### src/rtl/cla16bit_with_lcu.sv
// 16-bit two-level carry-lookahead adder: four 4-bit lookahead slices feed a
// flattened lookahead carry unit; every result is registered on one clock.

// 4-bit lookahead slice: internal carries come straight from the group
// carry-in, and the slice exports its group propagate/generate to the LCU.
module Cla4Slice (
  input  logic [3:0] a_i,
  input  logic [3:0] b_i,
  input  logic       cin_i,
  output logic [3:0] sum_o,
  output logic       grpP_o,
  output logic       grpG_o
);

  logic [3:0] bitP;
  logic [3:0] bitG;
  logic [3:0] bitCin;

  // XOR propagate keeps a 1+1 bit as a pure generate.
  assign bitP = a_i ^ b_i;
  assign bitG = a_i & b_i;

  assign bitCin[0] = cin_i;
  assign bitCin[1] = bitG[0] | (bitP[0] & cin_i);
  assign bitCin[2] = bitG[1] | (bitP[1] & bitG[0]) | (bitP[1] & bitP[0] & cin_i);
  assign bitCin[3] = bitG[2] | (bitP[2] & bitG[1]) | (bitP[2] & bitP[1] & bitG[0])
                   | (bitP[2] & bitP[1] & bitP[0] & cin_i);

  assign sum_o  = bitP ^ bitCin;
  assign grpP_o = &bitP;
  assign grpG_o = bitG[3] | (bitP[3] & bitG[2]) | (bitP[3] & bitP[2] & bitG[1])
                | (bitP[3] & bitP[2] & bitP[1] & bitG[0]);

endmodule

// Second-level lookahead carry unit: each group carry is a flat sum of
// products over the group P/G terms, so no carry ripples between groups.
module Lcu4 (
  input  logic [3:0] grpP_i,
  input  logic [3:0] grpG_i,
  input  logic       cin_i,
  output logic [3:0] carry_o,
  output logic       blkP_o,
  output logic       blkG_o
);

  assign carry_o[0] = grpG_i[0] | (grpP_i[0] & cin_i);
  assign carry_o[1] = grpG_i[1] | (grpP_i[1] & grpG_i[0]) | (grpP_i[1] & grpP_i[0] & cin_i);
  assign carry_o[2] = grpG_i[2] | (grpP_i[2] & grpG_i[1]) | (grpP_i[2] & grpP_i[1] & grpG_i[0])
                    | (grpP_i[2] & grpP_i[1] & grpP_i[0] & cin_i);
  assign carry_o[3] = grpG_i[3] | (grpP_i[3] & grpG_i[2]) | (grpP_i[3] & grpP_i[2] & grpG_i[1])
                    | (grpP_i[3] & grpP_i[2] & grpP_i[1] & grpG_i[0])
                    | (grpP_i[3] & grpP_i[2] & grpP_i[1] & grpP_i[0] & cin_i);

  assign blkP_o = &grpP_i;
  assign blkG_o = grpG_i[3] | (grpP_i[3] & grpG_i[2]) | (grpP_i[3] & grpP_i[2] & grpG_i[1])
                | (grpP_i[3] & grpP_i[2] & grpP_i[1] & grpG_i[0]);

endmodule

module cla16bit_with_lcu (
  input  logic        clk,
  input  logic        rst_n,
  input  logic [15:0] a,
  input  logic [15:0] b,
  input  logic        cin,
  output logic [15:0] sum,
  output logic [3:0]  carry,
  output logic        p,
  output logic        g,
  output logic        cout
);

  logic [3:0]  grpP;
  logic [3:0]  grpG;
  logic [3:0]  grpCin;
  logic [3:0]  carry_d;
  logic [15:0] sum_d;
  logic        p_d;
  logic        g_d;

  logic [15:0] sum_q;
  logic [3:0]  carry_q;
  logic        p_q;
  logic        g_q;
  logic        cout_q;

  // Group 0 takes the external carry-in; higher groups take the LCU carries.
  assign grpCin = {carry_d[2:0], cin};

  for (genvar k = 0; k < 4; k++) begin : gSlice
    Cla4Slice uSlice (
      .a_i    (a[4*k +: 4]),
      .b_i    (b[4*k +: 4]),
      .cin_i  (grpCin[k]),
      .sum_o  (sum_d[4*k +: 4]),
      .grpP_o (grpP[k]),
      .grpG_o (grpG[k])
    );
  end

  Lcu4 uLcu (
    .grpP_i  (grpP),
    .grpG_i  (grpG),
    .cin_i   (cin),
    .carry_o (carry_d),
    .blkP_o  (p_d),
    .blkG_o  (g_d)
  );

  // Capture all results together; reset clears them without a clock edge.
  always_ff @(posedge clk or negedge rst_n) begin
    if (!rst_n) begin
      sum_q   <= '0;
      carry_q <= '0;
      p_q     <= 1'b0;
      g_q     <= 1'b0;
      cout_q  <= 1'b0;
    end else begin
      sum_q   <= sum_d;
      carry_q <= carry_d;
      p_q     <= p_d;
      g_q     <= g_d;
      cout_q  <= carry_d[3];
    end
  end

  assign sum   = sum_q;
  assign carry = carry_q;
  assign p     = p_q;
  assign g     = g_q;
  assign cout  = cout_q;

endmodule

### config.mk
export PLATFORM = sky130hd
export DESIGN_NAME = cla16bit_with_lcu
export DESIGN_NICKNAME = d
export VERILOG_FILES = /design/src/rtl/cla16bit_with_lcu.sv
export SDC_FILE = /design/constraint.sdc
export NUM_CORES = 1
export LEC_CHECK = 0
export ABC_AREA = 1
export CORE_MARGIN = 1.5
export CORE_UTILIZATION = 46
export CTS_CLUSTER_DIAMETER = 100
export DETAILED_ROUTE_END_ITERATION = 10
export PLACE_DENSITY = 0.85
export SLEW_MARGIN = 20
export SYNTH_ARGS = -nofsm -noshare
export SYNTH_HDL_FRONTEND = slang
export SYNTH_SLANG_ARGS = --single-unit
### constraint.sdc
create_clock -name clk -period 1.95 [get_ports clk]
set_clock_uncertainty 0.1 [all_clocks]
set_input_delay 0.2925 -clock clk [delete_from_list [all_inputs] [get_ports clk]]
set_output_delay 0.2925 -clock clk [all_outputs]
set_load 0.005 [all_outputs]
; After elaboration in Yosys (flattened, before gate mapping)
; Cells that the tools add are included.
[word_totals]
mem_count = 0
romBits = 0
latchBits = 0
ram_bits = 0
elab_cells = 140
out_inout_bits = 23
register_bits = 23
[op_classes]
n_reduce_logical = 5
eq_ne = 0
bitwise_logic = 130
magnitude_cmp = 0
n_mux = 0
multipliers = 0
shifts = 0
n_div = 0
addsub = 0
[ops]
columns = cell, count
row1 = bitwise AND 1 bit, 72
row2 = bitwise OR 1 bit, 46
row3 = bitwise XOR 4 bit, 8
row4 = bitwise AND 4 bit, 4
row5 = AND reduction 16 bit, 1
row6 = AND reduction 4 bit, 4

; Depth between registers and ports, before layout
; Gate-level depths: netlist of the first run.
[logic_depth]
depth_word = 12
mapped_depth = 11

; Hierarchy
; From an unflattened synthesis of the first run, not the netlist that was laid out.
[hier_totals]
cells_unflattened = 172
area_unflattened_um2 = 1468.9
[by_module_without_submodules]
columns = module, cells_per_inst, instances, area_each_um2, seq_area_each_um2
row1 = cla16bit_with_lcu, 23, 1, 558.0, 550.5
row2 = Cla4Slice (gSlice[2].uSlice ...), 33, 2, 203.9, 0.0
row3 = Cla4Slice (gSlice[0].uSlice ...), 32, 2, 201.4, 0.0
row4 = Lcu4, 19, 1, 100.1, 0.0

; Worst setup path after synthesis of the first run
; OpenSTA, ideal clock, no wires.
[synth_timing]
path_kind = input -> register
start = input port a[2]
end = register sum_q[9], in the netlist sum[9]
required_time_ns = 1.723
path_buffers = 0
setup_slack_ns = 0.046
stages = 9
t_arrival_ns = 1.677
cell_sequence = ha_1 -> nand2_2 -> inv_1 -> nand2_1 -> nand2_1 -> a21oi_2 -> nand2_1 -> fa_1 -> xor2_1
[synth_via]
elab_chain_cells = 11
[synth_rtl]
columns = item, line
row1 = from (decl), 64  ; input logic [15:0] a,
row2 = bitwise AND 4 bit / bitwise XOR 4 bit (equally long branches), "21, 20"
row3 = bitwise AND 1 bit (on tied branches), "31, 32"
row4 = bitwise OR 1 bit (tied with other cells), 31  ; assign grpG_o = bitG[3] | (bitP[3] & bitG[2]) | (bitP[3] & bitP[2] & bitG[1])
row5 = bitwise OR 1 bit / bitwise AND 1 bit (equally long branches), "31, 32"
row6 = bitwise OR 1 bit, 32  ; | (bitP[3] & bitP[2] & bitP[1] & bitG[0]);
row7 = bitwise AND 1 bit, 48  ; assign carry_o[1] = grpG_i[1] | (grpP_i[1] & grpG_i[0]) | (grpP_i[1] & grpP_i[0] & cin_i);
row8 = bitwise OR 1 bit, 48
row9 = bitwise OR 1 bit *, 48
row10 = bitwise AND 1 bit *, 24  ; assign bitCin[1] = bitG[0] | (bitP[0] & cin_i);
row11 = bitwise OR 1 bit *, 24
row12 = bitwise XOR 4 bit *, 29  ; assign sum_o = bitP ^ bitCin;
row13 = net gSlice[2].uSlice.sum_o[1], 10  ; output logic [3:0] sum_o,
row14 = to (signal assigned), 120  ; sum_q <= sum_d;
row15 = to (decl), 82  ; logic [15:0] sum_q;
; Mark *: on every way through the listed nets, which the timed path passes. The rest lies on a longest branch.

; Worst setup path in the final report of the first run
[layout_timing]
start = input port b[9]
end = register sum_q[12], in the netlist sum[12]
[layout_via]
elab_chain_cells = 8
[layout_rtl]
columns = item, line
row1 = from (decl), 65  ; input logic [15:0] b,
row2 = bitwise AND 4 bit / bitwise XOR 4 bit (equally long branches), "21, 20"
row3 = bitwise AND 1 bit (on tied branches), "31, 32"
row4 = bitwise OR 1 bit / bitwise AND 1 bit (equally long branches), "31, 32"
row5 = bitwise OR 1 bit, 32
row6 = bitwise OR 1 bit (2 in a row), 49  ; assign carry_o[2] = grpG_i[2] | (grpP_i[2] & grpG_i[1]) | (grpP_i[2] & grpP_i[1] & grpG_i[0])
row7 = bitwise OR 1 bit *, 50  ; | (grpP_i[2] & grpP_i[1] & grpP_i[0] & cin_i);
row8 = net carry_d[2], 77  ; logic [3:0] carry_d;
row9 = bitwise XOR 4 bit *, 29
row10 = net gSlice[3].uSlice.sum_o[0], 10
; Marks and branches as above.

==> results of run 1 <==
what timing repair did:
item / in CTS / in global routing
gates resized for setup: 27 / 19
endpoints found under the hold margin: 0 / 0
endpoints found under the setup margin: 4 / 10
setup buffers: 6 / 3
pin swaps: 9 / 13
power by group:
part	internal, mW	switching, mW	leakage [nW]	total (mW)
Clock	0.0722	0.129	0.0138	0.202
Sequential	0.533	0.0210	0.262	0.554
Combinational	0.390	0.271	1.04	0.661
Total	0.996	0.422	1.32	1.42
registers in the layout, indices dropped and copies added, names as in the netlist:
signal / count
sum: 16
p: 1
carry: 4
g: 1
cell usage after synthesis:
library cell  count
fa_1              4
nor2_1            5
nor3_1            1
and3_2            1
nand2_1          44
o21bai_1          2
a21oi_2           1
a21o_1            1
inv_1            29
nand3_2           1
and3_1            2
nand2_4           1
a221oi_1          1
nand2_2           4
dfrtp_1          22
a211oi_1          1
xor2_1            2
and2_1            1
nor2_4            3
a31oi_1           1
ha_1             16
a21oi_1           6
buf_4             1
nand3_1           9
xnor2_1           5
per-stage QoR:
step	worst slack, ns	std cells	TNS, ns	area (um^2)
after detailed placement	-0.443	278	-3.87	2220
after global routing	-0.00154	290	-0.00154	2470
after floorplan	0.0459	164	0	1430
final	0.120	290	0	2470
after CTS	0.00432	287	0	2370
after global placement	-0.398	278	-3.07	2220
worst max-delay path, cell delays in order:
cell           delay [ns]
dlygate4sd2_1        0.26
ha_4                 0.30
nand2_2              0.08
nor2_4               0.13
and2_4               0.15
nand2_1              0.06
nand2_2              0.08
inv_2                0.04
fa_2                 0.52
inv_1                0.04
cells by family after synthesis:
group           after synthesis  share of synthesized area, %
simple gates                 72                          23.8
buf+inv                      30                          8.12
fa+ha+maj                    20                          19.6
xor+xnor                      7                          4.28
compound gates               13                          5.85
flops                        22                          38.4
layer usage:
layer | global-route usage [%] | vias up | routed length [um]
li1 | - | 701 | -
met1 | 22.7 | 651 | 1330
met2 | 42.9 | 42 | 2130
met3 | 3.74 | 12 | 163
met4 | 10.4 | 0 | 124
met5 | 0 | - | 0
area by class of cell:
type	count	area share [%]
sequential	22	22.2
multi-input combinational	112	37.3
tap	33	1.67
inverter	29	4.40
clock buffer	3	0.910
timing repair buffer	91	33.5
final timing paths:
kind	start	endpoint	slack, ns
max	b[9]	sum[12]$_DFF_PN0_	0.12
min	rst_n	sum[8]$_DFF_PN0_	0.21
max in group asynchronous	rst_n	p$_DFF_PN0_	1.32
min in group clk	a[6]	sum[7]$_DFF_PN0_	0.36
==> impl_metrics.tcl, run 1 <==
set metrics [dict create \
    synth_area_um2 1430 \
    hold_violations 0 \
    synth_area_leaders "dfrtp_1 38%, ha_1 14%, nand2_1 12%, inv_1 7.6%, fa_1 5.6%" \
    setup_viol 0 \
    arrival_ns 1.94 \
    critPathMaxFanout 4 \
    vias_per_cell 4.85 \
    path_clk_slew_ns 0.11 \
    wirelength_um 3750 \
    synth_seq_cells 22 \
    die-area_um2 3460 \
    yosysSeqAreaShare_pct 38.4 \
    multi_input_area_um2 922 \
    first_pass_iters 4 \
    ios 58 \
    mostFrequentLayoutCells "38 x nand2_1, 34 x buf_4, 33 x clkdlybuf4s50_1" \
    root_buffer "clkbuf_4" \
    endpoint_kind "register" \
    track_usage_pct 22.2 \
    grt_pass1_vias 1356 \
    wl_per_cell_um 12.9 \
    cts_tree "built" \
    num_rows 20 \
    ant_nets 0 \
    dr.first_iter.drc_count 23 \
    layout_commonest_cell "nand2_1" \
    hp-class "input pin to asynchronous set/reset pin" \
    max_freq_ghz 0.546 \
    synth_top_area_cell "dfrtp_1" \
    power_density_nw_per_um2 573 \
    slew_viol_final 0 \
    finalWeightedCongestion 0.858 \
    fin_hold_ws_ns 0.215 \
    clockBufferDepth 2 \
    antenna_found_initial 0 \
    cts_sinks 22 \
    io_buffers 57 \
    synth_cells 164 \
    nets 314 \
    criticalPathCategory "input pin to register" \
    die_height_um 58.8 \
    drive_gt1_share_pct 26.8 \
    critPathLaunchType "input pin" \
    netlist.area_leader.share_pct 38.4 \
    maxCapViolCount 0 \
    initial_core_util_pct 47.7 \
    drc 0 \
    diodes 0 \
    vias 1406 \
    cts_buffers 3 \
    ir_worst_vdd_mv 0.303 \
    core_area_um2 3000 \
    fillers 176 \
    cts-hold-fix-buffers 0 \
    grt_max_degree 23 \
    cp.required_ns 2.06 \
    overflow 0 \
    grt_pass1_wl_um 5730 \
    fin_crit_sh_pct 93.9 \
    detailed_place_hpwl_um 2670 \
    power.total_mw 1.42 \
    p_leak_nw 1.32 \
    regArea_um2 551 \
    status "finished clean" \
    die_x_um 58.8 \
    htreeDepth 1 \
    ys_types 25 \
    period_minus_slack_ns 1.83 \
    tightest_slew_ns 0.325 \
    area_growth_pct 72.8 \
    utilization_pct 82.4 \
    synth_fp_nets 219 \
    ys_warn_count 0 \
    avgSynthCellArea_um2 8.74 \
    slew_headroom_pct 78.4 \
]
(Power assumes the default switching activity.)
==> inputs of run 2 (changes only) <==
--- a/config.mk
+++ b/config.mk
@@ -8,7 +8,7 @@
 export ABC_AREA = 1
 export CORE_MARGIN = 1.5
 export CORE_UTILIZATION = 46
-export CTS_CLUSTER_DIAMETER = 100
+export CTS_CLUSTER_DIAMETER = 60
 export DETAILED_ROUTE_END_ITERATION = 10
 export PLACE_DENSITY = 0.85
 export SLEW_MARGIN = 20
==> results of run 2 <==
Final layout, timing and power as in run 1 (identical DEF).
==> inputs of run 3 (changes only) <==
--- a/config.mk
+++ b/config.mk
@@ -8,7 +8,7 @@
 export ABC_AREA = 1
 export CORE_MARGIN = 1.5
 export CORE_UTILIZATION = 46
-export CTS_CLUSTER_DIAMETER = 60
+export CTS_CLUSTER_DIAMETER = 40
 export DETAILED_ROUTE_END_ITERATION = 10
 export PLACE_DENSITY = 0.85
 export SLEW_MARGIN = 20
==> results of run 3 <==
Final layout, timing and power as in run 1 (identical DEF).
